===== src/rtl/seq_divider_pkg.sv =====
// Shared definitions for the sequential restoring divider.
//   WidthDefault : default operand/result width
//   StIdle/StRun/StDone : 2-bit controller state encoding
package seq_divider_pkg;

  localparam int unsigned WidthDefault = 8;

  localparam logic [1:0] StIdle = 2'd0;
  localparam logic [1:0] StRun  = 2'd1;
  localparam logic [1:0] StDone = 2'd2;

endpackage


===== src/rtl/sub_trial.sv =====
// Trial subtraction for one restoring-division step: a_i - b_i computed as
// a_i + ~b_i + 1 through a ripple chain of full-adder cells.
//   a_i    : minuend (partial remainder)
//   b_i    : subtrahend (zero-extended divisor)
//   diff_o : difference
//   cout_o : carry-out; 1 means no borrow (a_i >= b_i)
module sub_trial #(
  parameter int unsigned N = 9
) (
  input  logic [N-1:0] a_i,
  input  logic [N-1:0] b_i,
  output logic [N-1:0] diff_o,
  output logic         cout_o
);

  logic [N:0]   carry;
  logic [N-1:0] b_n;

  assign b_n      = ~b_i;
  assign carry[0] = 1'b1;  // the +1 of the two's-complement negate

  for (genvar i = 0; i < N; i++) begin : g_fa
    assign diff_o[i]  = a_i[i] ^ b_n[i] ^ carry[i];
    assign carry[i+1] = (a_i[i] & b_n[i]) | (carry[i] & (a_i[i] ^ b_n[i]));
  end

  assign cout_o = carry[N];

endmodule


===== src/rtl/seq_divider.sv =====
// Sequential unsigned restoring divider, one quotient bit per clock.
//   clk, rst            : clock, asynchronous active-high reset
//   start               : begin a division (sampled in IDLE only)
//   dividend, divisor   : operands, captured when start is accepted
//   busy                : division in progress (RUN or DONE)
//   done                : one-cycle pulse, results valid
//   quotient, remainder : results, held until the next accepted start
//   div_zero            : captured divisor was zero
module seq_divider
  import seq_divider_pkg::*;
#(
  parameter int unsigned WIDTH = WidthDefault
) (
  input  logic             clk,
  input  logic             rst,
  input  logic             start,
  input  logic [WIDTH-1:0] dividend,
  input  logic [WIDTH-1:0] divisor,
  output logic             busy,
  output logic             done,
  output logic [WIDTH-1:0] quotient,
  output logic [WIDTH-1:0] remainder,
  output logic             div_zero
);

  localparam int unsigned CntW = $clog2(WIDTH) + 1;

  logic [1:0]       state_q, state_d;
  logic [CntW-1:0]  cnt_q, cnt_d;
  logic [WIDTH:0]   part_q, part_d;
  logic [WIDTH-1:0] dvd_q, dvd_d;
  logic [WIDTH-1:0] dvs_q, dvs_d;
  logic [WIDTH-1:0] quo_q, quo_d;
  logic [WIDTH-1:0] quotient_q, quotient_d;
  logic [WIDTH-1:0] remainder_q, remainder_d;
  logic             div_zero_q, div_zero_d;

  logic [WIDTH:0]   shifted, trial, part_next;
  logic             trial_cout;
  logic [WIDTH-1:0] quo_next;

  // Bring the next dividend bit (MSB first) into the partial remainder.
  assign shifted = {part_q[WIDTH-1:0], dvd_q[WIDTH-1]};

  sub_trial #(
    .N(WIDTH + 1)
  ) u_trial (
    .a_i   (shifted),
    .b_i   ({1'b0, dvs_q}),
    .diff_o(trial),
    .cout_o(trial_cout)
  );

  // No borrow keeps the trial difference; a borrow restores the shifted value.
  assign part_next = trial_cout ? trial : shifted;
  assign quo_next  = {quo_q[WIDTH-2:0], trial_cout};

  always_comb begin
    state_d     = state_q;
    cnt_d       = cnt_q;
    part_d      = part_q;
    dvd_d       = dvd_q;
    dvs_d       = dvs_q;
    quo_d       = quo_q;
    quotient_d  = quotient_q;
    remainder_d = remainder_q;
    div_zero_d  = div_zero_q;

    case (state_q)
      StIdle: begin
        if (start) begin
          dvd_d       = dividend;
          dvs_d       = divisor;
          part_d      = '0;
          quo_d       = '0;
          cnt_d       = CntW'(WIDTH);
          quotient_d  = '0;
          remainder_d = '0;
          div_zero_d  = 1'b0;
          if (divisor == '0) begin
            // Results are known immediately; skip the iterations.
            state_d     = StDone;
            quotient_d  = '1;
            remainder_d = dividend;
            div_zero_d  = 1'b1;
          end else begin
            state_d = StRun;
          end
        end
      end
      StRun: begin
        part_d = part_next;
        quo_d  = quo_next;
        dvd_d  = {dvd_q[WIDTH-2:0], 1'b0};
        cnt_d  = cnt_q - CntW'(1);
        if (cnt_q == CntW'(1)) begin
          // Last iteration: publish results as DONE is entered.
          state_d     = StDone;
          quotient_d  = quo_next;
          remainder_d = part_next[WIDTH-1:0];
        end
      end
      StDone: begin
        state_d = StIdle;
      end
      default: begin
        state_d = StIdle;
      end
    endcase
  end

  always_ff @(posedge clk or posedge rst) begin
    if (rst) begin
      state_q     <= StIdle;
      cnt_q       <= '0;
      part_q      <= '0;
      dvd_q       <= '0;
      dvs_q       <= '0;
      quo_q       <= '0;
      quotient_q  <= '0;
      remainder_q <= '0;
      div_zero_q  <= 1'b0;
    end else begin
      state_q     <= state_d;
      cnt_q       <= cnt_d;
      part_q      <= part_d;
      dvd_q       <= dvd_d;
      dvs_q       <= dvs_d;
      quo_q       <= quo_d;
      quotient_q  <= quotient_d;
      remainder_q <= remainder_d;
      div_zero_q  <= div_zero_d;
    end
  end

  assign busy      = (state_q != StIdle);
  assign done      = (state_q == StDone);
  assign quotient  = quotient_q;
  assign remainder = remainder_q;
  assign div_zero  = div_zero_q;

endmodule

===== config.mk =====
export PLATFORM = sky130hd
export DESIGN_NAME = seq_divider
export DESIGN_NICKNAME = d
export VERILOG_FILES = /design/src/rtl/seq_divider_pkg.sv /design/src/rtl/sub_trial.sv /design/src/rtl/seq_divider.sv
export SDC_FILE = /design/constraint.sdc
export NUM_CORES = 1
export LEC_CHECK = 0
export ABC_AREA = 1
export BUFFER_PORTS_ARGS = -buffer_cell sky130_fd_sc_hd__buf_2
export CORE_MARGIN = 3
export CORE_UTILIZATION = 50
export CTS_CLUSTER_SIZE = 24
export DETAILED_ROUTE_END_ITERATION = 12
export GPL_TIMING_DRIVEN = 0
export PLACE_DENSITY_LB_ADDON = 0.3
export SYNTH_ARGS = -nofsm -noshare
export SYNTH_HDL_FRONTEND = slang
export SYNTH_HIERARCHICAL = 1
export SYNTH_SLANG_ARGS = --single-unit

===== constraint.sdc =====
create_clock -name clk -period 4.6 [get_ports clk]
set_input_delay 0.46 -clock clk [delete_from_list [all_inputs] [get_ports clk]]
set_output_delay 0.46 -clock clk [all_outputs]
set_load 0.03 [all_outputs]

* Word-level counts from Yosys, hierarchy flattened
Cells that the tools add are included.
Word-level totals: register bits 54, input port bits 19, logic and storage cells 89
Operators by class: add/sub/neg operators 1, eq/ne operators 5, multiplexer cells 22, bitwise gates (word level) 44, reductions and logical operators 8
Operator list (number):
- $mux W8 | 9
- $pmux W8 S2 | 4
- $and A1 B1 Y1 | 17
- $xor A1 B1 Y1 | 16
- $pmux W7 S2 | 1
- $not A8 Y9 | 1
- $or A1 B1 Y1 | 9
- $logic_not A8 Y1 | 1
- $pmux W4 S2 | 1
- $mux W7 | 1
- $mux W2 | 3
- $reduce_and A2 Y1 | 3
- $eq A4 B1 Y1 const B | 1
- $mux W4 | 1
- $ne A2 B2 Y1 const B | 2
- $pmux W2 S2 | 1
- $reduce_bool A2 Y1 | 2
- $sub A4 B1 Y4 const B | 1
- $reduce_and A3 Y1 | 1
- $eq A2 B1 Y1 const B | 1
- $eq A2 B2 Y1 const B | 1
- $logic_not A2 Y1 | 1
- $mux W1 | 1
- $not A1 Y1 | 1

* Depth between registers and ports, before layout
Gate-level depths: netlist of run 1.
depth in word-level cells 22, mapped depth 20

* Cells and area by module
The synthesis of run 1 kept the hierarchy.
By module, submodules not included:
- seq_divider | times used 1, cells an instance 298, area each 2456.1 µm²
- sub_trial | times used 1, cells an instance 28, area each 244.0 µm²

* Least setup slack after synthesis of run 1
No wires, ideal clock.
path type flip-flop to flip-flop, start point register dvd_q[7], end point register remainder_q[7], in the netlist remainder[7], library setup time 0.117 ns, arrival time 3.893 ns, slack 0.590 ns, stages on the path, launching flop included 20, path buffers 1, cells stage by stage dfrtp_1 -> inv_1 -> ha_1 -> inv_1 -> fa_1 -> inv_1 -> fa_1 -> fa_1 -> fa_1 -> fa_1 -> fa_1 -> fa_1 -> inv_1 -> fa_1 -> inv_1 -> buf_2 -> o211ai_1 -> nand2_1 -> nand2_1 -> nand2_1
Between the ends: cells in the longest elaborated chain, start to end 21
Ends and longest elaborated chain:
- from (decl) | RTL line seq_divider.sv:31 | logic [WIDTH-1:0] dvd_q, dvd_d;
- from (signal assigned) | RTL line seq_divider.sv:127 | dvd_q <= dvd_d;
- $and A1 B1 Y1 or $xor A1 B1 Y1 (tied branches) | RTL line sub_trial.sv:24 | assign carry[i+1] = (a_i[i] & b_n[i]) | (carry[i] & (a_i[i] ^ b_n[i]));
- $or A1 B1 Y1 (*) | RTL line sub_trial.sv:24
- $and A1 B1 Y1 (*) | RTL line sub_trial.sv:24
- $or A1 B1 Y1 (*) | RTL line sub_trial.sv:24
- $and A1 B1 Y1 (*) | RTL line sub_trial.sv:24
- $or A1 B1 Y1 (*) | RTL line sub_trial.sv:24
- $and A1 B1 Y1 (*) | RTL line sub_trial.sv:24
- $or A1 B1 Y1 (*) | RTL line sub_trial.sv:24
- (+6 left out)
- $and A1 B1 Y1 (*) | RTL line sub_trial.sv:24
- $or A1 B1 Y1 (*) | RTL line sub_trial.sv:24
- $and A1 B1 Y1 (*) | RTL line sub_trial.sv:24
- $or A1 B1 Y1 (*) | RTL line sub_trial.sv:24
- via trial_cout | RTL line seq_divider.sv:39 | logic trial_cout;
- $mux W8 (*) | RTL line seq_divider.sv:55 | assign part_next = trial_cout ? trial : shifted;
- $mux W8 (*) | RTL line seq_divider.sv:96 | if (cnt_q == CntW'(1)) begin
- $pmux W8 S2 (*) | RTL line seq_divider.sv:69 | case (state_q)
- to (signal assigned) | RTL line seq_divider.sv:131 | remainder_q <= remainder_d;
- to (decl) | RTL line seq_divider.sv:35 | logic [WIDTH-1:0] remainder_q, remainder_d;
Mark *: on every way through the listed nets, which the timed path passes. The rest lies on a longest branch. The select of a mux whose other input is x is not followed. A chain may end at the register's enable or synchronous reset.

* Worst setup path in the final report of run 1
start point register dvd_q[7], end point register remainder_q[3], in the netlist remainder[3]
Same word-level chain as after synthesis.

==> run summary, run 1 <==
outcome: completed
DIE AREA: 0.006318 sq mm
Post-route DRC: 0
endpoints failing setup: 0
Clock Latency Late Sink: 0.31 ns
final WL: 5410 microns
critical path peak fanout: 10
share of cells above drive strength 1: 19.35%
number of diodes: 0
Clock transition at path regs: 0.10 ns
Critical Path Sink Type: flip-flop
R2R Setup Slk: 0.28 ns
sequential-to-total area share from yosys stat: 50.05%
Post-CTS Hold Fix Bufs: 0
dpl cell area: 0.002993 sq mm
DIE HEIGHT: 79.49 microns
average size of a mapped cell: 8.282 sq um
Crit path buffers/inverters: 6
area leader, netlist: dfrtp_1
maximum vdd drop: 0.3359 mV
CTS resizes: 0
1st-iter DRT viols: 149
Layout Skew: 0.01119 ns
Syn Inst Count: 326
post-layout min period: 4.324 ns
fin crit share: 94.00%
Yosys top cell area share: 50.05%
endpoints failing hold: 0
largest net degree at the start of global routing: 34
CP peak stage delay: 0.40 ns
DP HPWL: 4187 microns
commonest cells after routing, fill and taps aside: 148 x nand2_1, 54 x dfrtp_1, 40 x buf_2, 38 x inv_1, 20 x nor2_1
H-tree depth: 2
fin. max-slew vios: 0
drt pass-1 iters: 4
Clock Tree Buf Depth: 2
CP Launch Type: flip-flop
Slowest-stage cell, CP: dfrtp_1
Final nets: 401
Tot Pwr: 0.002358 W
drt via density: 4.828
WL per Instance: 12.24 microns
register bit total from synthesis: 54
Core Area: 0.005172 sq mm
first-pass GRT wire length: 9632 microns
# rows: 26
most used cell along the critical path: inv_1
Initial Util: 52.20%
CTS sink count: 54
total gr overflow: 0
critical path depth: 19
Area Growth Syn to Fin: 14.97%
number of global-route vias before repair: 2123
CTS tree: yes
Root Driver: clkbuf_8
gr usage total: 19.72%
syn_nets: 356
worst path required time: 4.81 ns
# fillers: 485
Worst EP arrival: 4.54 ns
Die W: 79.49 microns
Max Freq: 0.2313 GHz
PwrDens: 759.7 mW/mm^2
synthesized area: 0.002700 sq mm
fin area: 0.003104 sq mm
gpl congestion: 0.8308
initial antenna violation count: 0
static leakage: 1.769 nW
R2R depth: 19
Multi-input gate area: 0.001112 sq mm
register area: 0.001351 sq mm
YS warnings: 6
synth unique cells: 24
max-cap violation count: 0
Port Buffers: 37
Routed Antenna Nets: 0
worst setup path category: flip-flop to flip-flop
Post-CTS Setup Bufs: 0
commonest non-fill, non-tap cell in the layout: nand2_1
I/O pin count: 38
vias: 2134
HP Class: input pin to asynchronous set/reset pin
synth top area cells: dfrtp_1 50%, nand2_1 21%, fa_1 5.9%
TritonCTS buffer count: 5
CP Cell Sequence: inv_1 -> ha_1 -> inv_1 -> fa_1 -> inv_1 -> fa_1 -> fa_2 -> fa_1 -> fa_2 -> fa_2 -> fa_1 -> inv_1 -> fa_2 -> inv_1 -> clkbuf_4 -> o211ai_1 -> nand2_1 -> nand2_1 -> nand2_1
Top delay family on crit path: adder cells
-- per-stage QoR --
stage | utilization (%) | worst slack (ns) | TNS [ns] | hold slack (ns) | cells
6_report | 60.01 | 0.2761 | 0 | 0.1527 | 442
5_1_grt | 60.01 | -0.0001039 | -0.0001039 | 0.1826 | 442
4_1_cts | 59.77 | 0.1013 | 0 | 0.1706 | 442
3_5_place_dp | 57.86 | 0.1310 | 0 | 0.4589 | 434
3_3_place_gp | 57.47 | 0.1627 | 0 | 0.4547 | 433
2_1_floorplan | - | 0.5904 | 0 | 0.4422 | 326
-- kinds of logic (layout without fill, tap and decap cells) --
group,Yosys count,in the layout,share of synthesized area [%]
compound gates,30,30,6.997
simple gates,174,174,26.04
fa+ha+maj,11,11,7.322
buf+inv,55,101,9.129
flops,54,54,50.05
xor+xnor,1,1,0.3244
other cells,1,1,0.1389
-- synth_stat cells --
cell / instances
nand4_1: 1
o21ai_1: 4
a22oi_1: 1
buf_6: 2
dfrtp_1: 54
a21oi_1: 1
inv_2: 5
nand2_2: 1
buf_4: 4
inv_1: 39
ha_1: 3
xnor2_1: 1
nand2_4: 2
nor2_8: 1
o211ai_1: 13
o21ai_0: 8
buf_2: 4
fa_1: 8
conb_1: 1
nand3_4: 1
nor2_1: 20
clkinv_4: 1
nand2_1: 148
o22ai_1: 3
-- sequential cells by signal, indices dropped and copies added (netlist names) --
name and flops:
state_q 2, remainder 8, part_q 8, quotient 8, quo_q 7, div_zero 1
dvd_q 8, cnt_q 4, dvs_q 8
-- report_power, final --
part | total, W | internal [W] | switching [W]
Sequential | 0.000811 | 0.000687 | 0.000124
Clock | 0.000285 | 0.000124 | 0.000161
Combinational | 0.00126 | 0.000455 | 0.000808
Total | 0.00236 | 0.00127 | 0.00109
-- final timing paths --
| path | endpoint | startpoint |
|---|---|---|
| max | remainder[3] | dvd_q[7] |
| min | remainder[2] | rst |
| max reg2reg | remainder[3] | dvd_q[7] |
| min reg2reg | quo_q[2] | quo_q[2] |
| max in group asynchronous | state_q[1] | rst |
| min in group clk | dvs_q[7] | divisor[7] |
-- routing by layer --
metal	wire [microns]	track usage (%)
met5	0	0
met1	2470	25.76
met2	2611	32.80
met4	100	7.560
met3	228	3.273
-- cell type report --
type | instances | area share (%)
Clock buffer | 6 | 2.660
Multi-Input combinational cell | 217 | 35.83
Tap cell | 70 | 2.821
Inverter | 45 | 5.603
Sequential cell | 54 | 43.53
Timing Repair Buffer | 38 | 6.610
Clock inverter | 2 | 0.5240
Buffer | 10 | 2.418
Note: power is estimated with default switching activity, not from simulation.
==> run 2, diff against run 1 <==
--- a/config.mk
+++ b/config.mk
@@ -7,12 +7,14 @@
 export LEC_CHECK = 0
 export ABC_AREA = 1
 export BUFFER_PORTS_ARGS = -buffer_cell sky130_fd_sc_hd__buf_2
+export CAP_MARGIN = 20
 export CORE_MARGIN = 3
 export CORE_UTILIZATION = 50
 export CTS_CLUSTER_SIZE = 24
 export DETAILED_ROUTE_END_ITERATION = 12
+export GPL_ROUTABILITY_DRIVEN = 0
 export GPL_TIMING_DRIVEN = 0
-export PLACE_DENSITY_LB_ADDON = 0.3
+export PLACE_DENSITY = 0.71
 export SYNTH_ARGS = -nofsm -noshare
 export SYNTH_HDL_FRONTEND = slang
 export SYNTH_HIERARCHICAL = 1
==> run 2 against run 1 <==
Net effect: sequential cell count unchanged; clock power increased by 2%; global-route usage increased by 0.22 points; sequential power decreased by 0.5%; fmax decreased by 0.61%; wire length increased by 0.59%; final cell count increased by 0.23%; largest cell class unchanged; largest power group unchanged.
==> run summary, run 2 (same netlist as run 1, synthesis figures left out) <==
part of the power in registers: 34.0% (was 34.4%)
Critical Path Sink Type: flip-flop (unchanged)
share of cells above drive strength 1: 19.57% (was 19.35%)
Top delay family on crit path: adder cells (unchanged)
Crit path buffers/inverters: 6 (unchanged)
Max Freq: 0.2299 GHz (was 0.2313 GHz)
H-tree depth: 2 (unchanged)
post-layout min period: 4.350 ns (was 4.324 ns)
1st-iter DRT viols: 136 (was 149)
outcome: completed (unchanged)
Clock Latency Late Sink: 0.32 ns (was 0.31 ns)
pre-CTS setup slack: 0.1557 ns (was 0.1310 ns)
worst path required time: 4.81 ns (about the same)
Port Buffers: 37 (unchanged)
Slowest-stage cell, CP: dfrtp_1 (unchanged)
commonest non-fill, non-tap cell in the layout: nand2_1 (unchanged)
DIE AREA: 0.006318 sq mm (unchanged)
GR Layer Usage met1: 26.97% (was 25.76%)
GR Util met2: 32.64% (was 32.80%)
fin crit share: 94.57% (was 94.00%)
CP Launch Type: flip-flop (unchanged)
TNS Setup: 0 ns (unchanged)
Die W: 79.49 microns (unchanged)
R2R depth: 19 (unchanged)
CTS sink count: 54 (unchanged)
RSZ-0062 raised after global routing: no
Clock transition at path regs: 0.10 ns (about the same)
worst setup path category: flip-flop to flip-flop (unchanged)
Area Growth Syn to Fin: 15.15% (was 14.97%)
Initial Util: 52.20% (unchanged)
# fillers: 493 (was 485)
dpl cell area: 0.002993 sq mm (unchanged)
CP Cell Sequence: inv_1 -> ha_1 -> inv_1 -> fa_1 -> inv_1 -> fa_1 -> fa_1 -> fa_2 -> fa_1 -> fa_2 -> fa_1 -> inv_1 -> fa_2 -> inv_2 -> clkbuf_4 -> o211ai_1 -> nand2_1 -> nand2_1 -> nand2_1 (was inv_1 -> ha_1 -> inv_1 -> fa_1 -> inv_1 -> fa_1 -> fa_2 -> fa_1 -> fa_2 -> fa_2 -> fa_1 -> inv_1 -> fa_2 -> inv_1 -> clkbuf_4 -> o211ai_1 -> nand2_1 -> nand2_1 -> nand2_1)
Layout Skew: 0.007221 ns (was 0.01119 ns)
gr usage total: 19.94% (was 19.72%)
clock share of power: 12.3% (was 12.1%)
Post-route DRC: 0 (unchanged)
Worst R2R End: remainder[1] (was remainder[3])
total gr overflow: 0 (unchanged)
static leakage: 1.774 nW (was 1.769 nW)
maximum vdd drop: 0.3378 mV (was 0.3359 mV)
Routed Antenna Nets: 0 (unchanged)
fin area: 0.003109 sq mm (was 0.003104 sq mm)
Psw: 0.001099 W (was 0.001092 W)
CTS tree: yes (unchanged)
commonest cells after routing, fill and taps aside: 148 x nand2_1, 54 x dfrtp_1, 40 x buf_2, 37 x inv_1, 20 x nor2_1 (was 148 x nand2_1, 54 x dfrtp_1, 40 x buf_2, 38 x inv_1, 20 x nor2_1)
final worst-path setup slack: 0.2496 ns (was 0.2761 ns)
P_int: 0.001274 W (was 0.001266 W)
Worst EP arrival: 4.56 ns (was 4.54 ns)
TritonCTS buffer count: 5 (unchanged)
met3 Use GR: 3.950% (was 3.273%)
drt via density: 4.772 (was 4.828)
drt pass-1 iters: 4 (unchanged)
largest net degree at the start of global routing: 36 (was 34)
Core Area: 0.005172 sq mm (unchanged)
max-cap violation count: 0 (unchanged)
RR Startpoint: dvd_q[7] (unchanged)
initial antenna violation count: 0 (unchanged)
final WL: 5442 microns (was 5410 microns)
endpoints failing hold: 0 (unchanged)
combinational power share: 53.7% (was 53.5%)
Root Driver: clkbuf_8 (unchanged)
GRT Max-Usage Layer: met2 (unchanged)
vias: 2114 (was 2134)
WL per Instance: 12.28 microns (was 12.24 microns)
fin. max-slew vios: 0 (unchanged)
CP peak stage delay: 0.40 ns (about the same)
number of diodes: 0 (unchanged)
number of global-route vias before repair: 2096 (was 2123)
Final nets: 402 (was 401)
endpoints failing setup: 0 (unchanged)
HP Class: input pin to asynchronous set/reset pin (unchanged)
DP HPWL: 4136 microns (was 4187 microns)
sw frac: 46.32% (was 46.33%)
PwrDens: 763.2 mW/mm^2 (was 759.7 mW/mm^2)
Clock Tree Buf Depth: 2 (unchanged)
critical path peak fanout: 10 (unchanged)
DIE HEIGHT: 79.49 microns (unchanged)
most used cell along the critical path: fa_1 (was inv_1)
I/O pin count: 38 (unchanged)
R2R Setup Slk: 0.25 ns (was 0.28 ns)
first-pass GRT wire length: 9625 microns (was 9632 microns)
# rows: 26 (unchanged)
run 2: cell count changes in the layout (fill, tap and decap cells not counted), sizes merged:
cell,change
buf,+1
run 2: worst max path at each step:
| stage | start | end | slack (ns) | depth (start not counted) |
|---|---|---|---|---|
| detailed placement | dvd_q[7] | remainder[2] | 0.16 | 19 |
| global route | dvd_q[7] | remainder[2] | 0.05 | 19 |
| global placement | dvd_q[7] | remainder[0] | 0.16 | 19 |
| finish | dvd_q[7] | remainder[1] | 0.25 | 19 |
| CTS | dvd_q[7] | remainder[1] | 0.1 | 19 |
| floorplan | dvd_q[7] | remainder[7] | 0.59 | 19 |
run 2: worst register-to-register path, stage by stage, from the launching register on:
cell	delay (ns)
dfrtp_1	0.40
inv_1	0.07
ha_1	0.20
inv_1	0.06
fa_1	0.16
inv_1	0.05
fa_1	0.37
fa_1	0.39
fa_2	0.35
fa_1	0.40
fa_2	0.36
fa_1	0.39
inv_1	0.09
fa_2	0.23
inv_2	0.08
clkbuf_4	0.18
o211ai_1	0.23
nand2_1	0.11
nand2_1	0.08
nand2_1	0.06
run 2: power by group through the flow:
stage,clock network [W],registers (W),logic [W]
4_1_cts,0.000302,0.000808,0.00127
2_1_floorplan,0,0.000907,0.000850
3_3_place_gp,0,0.000811,0.00122
3_5_place_dp,0,0.000816,0.00126
5_1_grt,0.000323,0.000835,0.00146
6_report,0.000291,0.000807,0.00127
run 2: area by class of cell:
cell class	count	area (sq um)	area share, %
Clock buffer	6	82.58	2.656
Clock inverter	2	16.27	0.5231
Timing Repair Buffer	39	212.7	6.841
Multi-Input combinational cell	217	1110	35.69
Tap cell	70	87.58	2.817
Inverter	45	173.9	5.594
Sequential cell	54	1351	43.46
Buffer	10	75.07	2.414
run 2: routing by layer:
layer | wire length [microns] | vias up
li1 | - | 1074
met1 | 2468 | 997
met2 | 2677 | 36
met3 | 230 | 7
met4 | 65 | 0
met5 | 0 | -
run 2: what timing repair did:
action                                  4_1_cts  5_1_grt
buffers inserted                              0        1
hold buffers                                  0        0
endpoints found under the setup margin        0       11
resized for setup                             0        5
run 2: through the flow:
stage          std cells  total power, W  util (%)  hold slack (ns)
2_1_floorplan        326        0.001756         -           0.4422
3_3_place_gp         433        0.002036     57.47           0.4542
3_5_place_dp         434        0.002078     57.86           0.4585
4_1_cts              442        0.002378     59.77           0.1313
5_1_grt              443        0.002614     60.11           0.1486
6_report             443        0.002373     60.11           0.1308
==> run 3, diff against run 2 <==
--- a/config.mk
+++ b/config.mk
@@ -8,6 +8,7 @@
 export ABC_AREA = 1
 export BUFFER_PORTS_ARGS = -buffer_cell sky130_fd_sc_hd__buf_2
 export CAP_MARGIN = 20
+export CORE_ASPECT_RATIO = 0.6
 export CORE_MARGIN = 3
 export CORE_UTILIZATION = 50
 export CTS_CLUSTER_SIZE = 24
==> run 3 against run 2 <==
Net effect: sequential share of layout area is 0.71 points lower; highest routed layer unchanged; via count is 3.2% higher; die area is 0.46% higher; combinational power is 3% higher; final cell count is 0.45% lower.
==> run summary, run 3 (same netlist as run 1, synthesis figures left out) <==
Hold WS: 0.08442 ns (was 0.1308 ns)
max layer used: met4 (unchanged)
static leakage: 1.808 nW (was 1.774 nW)
I/O pin count: 38 (unchanged)
worst path required time: 4.81 ns (about the same)
initial antenna violation count: 0 (unchanged)
WL per Instance: 13.42 microns (was 12.28 microns)
first-pass GRT wire length: 10380 microns (was 9625 microns)
most used cell along the critical path: fa_1 (unchanged)
Layout Skew: 0.005285 ns (was 0.007221 ns)
Clock transition at path regs: 0.10 ns (about the same)
HP Class: input pin to asynchronous set/reset pin (unchanged)
Area Growth Syn to Fin: 17.05% (was 15.15%)
fin. max-slew vios: 0 (unchanged)
CP Cell Sequence: inv_1 -> ha_1 -> inv_1 -> fa_1 -> inv_1 -> fa_1 -> fa_2 -> fa_1 -> fa_1 -> fa_1 -> fa_1 -> inv_1 -> fa_2 -> inv_2 -> buf_4 -> o211ai_1 -> nand2_1 -> nand2_1 -> nand2_1 (was inv_1 -> ha_1 -> inv_1 -> fa_1 -> inv_1 -> fa_1 -> fa_1 -> fa_2 -> fa_1 -> fa_2 -> fa_1 -> inv_1 -> fa_2 -> inv_2 -> clkbuf_4 -> o211ai_1 -> nand2_1 -> nand2_1 -> nand2_1)
vias: 2182 (was 2114)
H-tree depth: 2 (unchanged)
RSZ-0062 raised after global routing: no (unchanged)
PwrDens: 794.7 mW/mm^2 (was 763.2 mW/mm^2)
# fillers: 448 (was 493)
endpoints failing hold: 0 (unchanged)
commonest cells after routing, fill and taps aside: 148 x nand2_1, 54 x dfrtp_1, 40 x buf_2, 37 x inv_1, 20 x nor2_1 (unchanged)
Clock Tree Buf Depth: 2 (unchanged)
Worst EP arrival: 4.60 ns (was 4.56 ns)
endpoints failing setup: 0 (unchanged)
Die W: 100.9 microns (was 79.49 microns)
number of global-route vias before repair: 2198 (was 2096)
M1 wire length: 2977 microns (was 2468 microns)
CTS sink count: 54 (unchanged)
Final nets: 404 (was 402)
Inst Count DP: 430 (was 434)
commonest non-fill, non-tap cell in the layout: nand2_1 (unchanged)
max-cap violation count: 0 (unchanged)
share of cells above drive strength 1: 19.73% (was 19.57%)
Critical Path Sink Type: flip-flop (unchanged)
# rows: 20 (was 26)
CP Launch Type: flip-flop (unchanged)
DIE AREA: 0.006347 sq mm (was 0.006318 sq mm)
post-layout min period: 4.398 ns (was 4.350 ns)
Port Buffers: 37 (unchanged)
DP HPWL: 4373 microns (was 4136 microns)
maximum vdd drop: 0.3102 mV (was 0.3378 mV)
gr usage total: 20.85% (was 19.94%)
Clock Latency Late Sink: 0.31 ns (was 0.32 ns)
outcome: completed (unchanged)
CTS tree: yes (unchanged)
WL met3: 383 microns (was 230 microns)
drt via density: 4.948 (was 4.772)
number of diodes: 0 (unchanged)
Post-route DRC: 0 (unchanged)
CP peak stage delay: 0.39 ns (was 0.40 ns)
critical path peak fanout: 10 (unchanged)
TNS Setup: 0 ns (unchanged)
fin crit share: 95.62% (was 94.57%)
DIE HEIGHT: 62.92 microns (was 79.49 microns)
Detail Route met2 WL: 2481 microns (was 2677 microns)
largest net degree at the start of global routing: 43 (was 36)
1st-iter DRT viols: 139 (was 136)
R2R Setup Slk: 0.20 ns (was 0.25 ns)
Slowest-stage cell, CP: dfrtp_1 (unchanged)
total gr overflow: 0 (unchanged)
TritonCTS buffer count: 5 (unchanged)
drt pass-1 iters: 5 (was 4)
Core Area: 0.005130 sq mm (was 0.005172 sq mm)
Routed Antenna Nets: 0 (unchanged)
Initial Util: 52.63% (was 52.20%)
final worst-path setup slack: 0.2015 ns (was 0.2496 ns)
pre-CTS setup slack: 0.1266 ns (was 0.1557 ns)
final WL: 5917 microns (was 5442 microns)
Worst Setup SP: dvd_q[7] (unchanged)
Non-Filler Instances: 441 (was 443)
Root Driver: clkbuf_8 (unchanged)
RR Startpoint: dvd_q[7] (unchanged)
Max Freq: 0.2274 GHz (was 0.2299 GHz)
worst setup path category: flip-flop to flip-flop (unchanged)
[run 3: worst max-delay path: cells and delay by family (launching register included)]
| kind | cells | cell delay (ns) |
|---|---|---|
| and+or+nand+nor | 3 | 0.25 |
| adders and majority gates | 9 | 2.88 |
| AOI/OAI and AO/OA | 1 | 0.25 |
| buffers and inverters | 6 | 0.54 |
| DFF | 1 | 0.39 |
[run 3: worst paths after layout]
path	end	cells after the start
worst max-delay path	remainder[2]	19
worst min-delay path	remainder[7]	2
worst max register to register	remainder[2]	19
worst min register to register	quotient[3]	2
max in group asynchronous	part_q[2]	3
min in group clk	dvs_q[2]	3
[run 3: report_power, final]
group / total, W / internal, W / switching, W
registers: 0.000812 / 0.000687 / 0.000125
clock network: 0.000389 / 0.000232 / 0.000157
logic: 0.00131 / 0.000471 / 0.000841
[run 3: layout make-up]
cell class	count	area, sq um	area share, %
plain buffers	10	75.07	2.375
well taps	66	82.58	2.613
inverters	45	173.9	5.503
clock inverters	2	60.06	1.900
repair buffers	41	227.7	7.205
clock buffers	6	82.58	2.613
flip-flops and latches	54	1351	42.76
multi-input cells	217	1107	35.04
[run 3: metal layers]
layer  track usage, %  vias to the layer above
li1                 -                     1076
met3            4.125                        9
met5                0                        -
met2            29.84                       69
met4            6.387                        0
met1            31.74                     1028
[run 3: through the flow]
stage | util (%) | instance area (sq um) | power [W]
6_report | 61.61 | 3161 | 0.002512
5_1_grt | 61.61 | 3161 | 0.002757
4_1_cts | 61.02 | 3131 | 0.002487
3_5_place_dp | 58.24 | 2988 | 0.002090
3_3_place_gp | 57.85 | 2968 | 0.002051
2_1_floorplan | - | 2700 | 0.001756
[run 3: repair_timing]
item	4_1_cts	5_1_grt
hold buffers	0	0
setup buffers	0	3
endpoints found under the setup margin	0	15
gates resized for setup	0	5
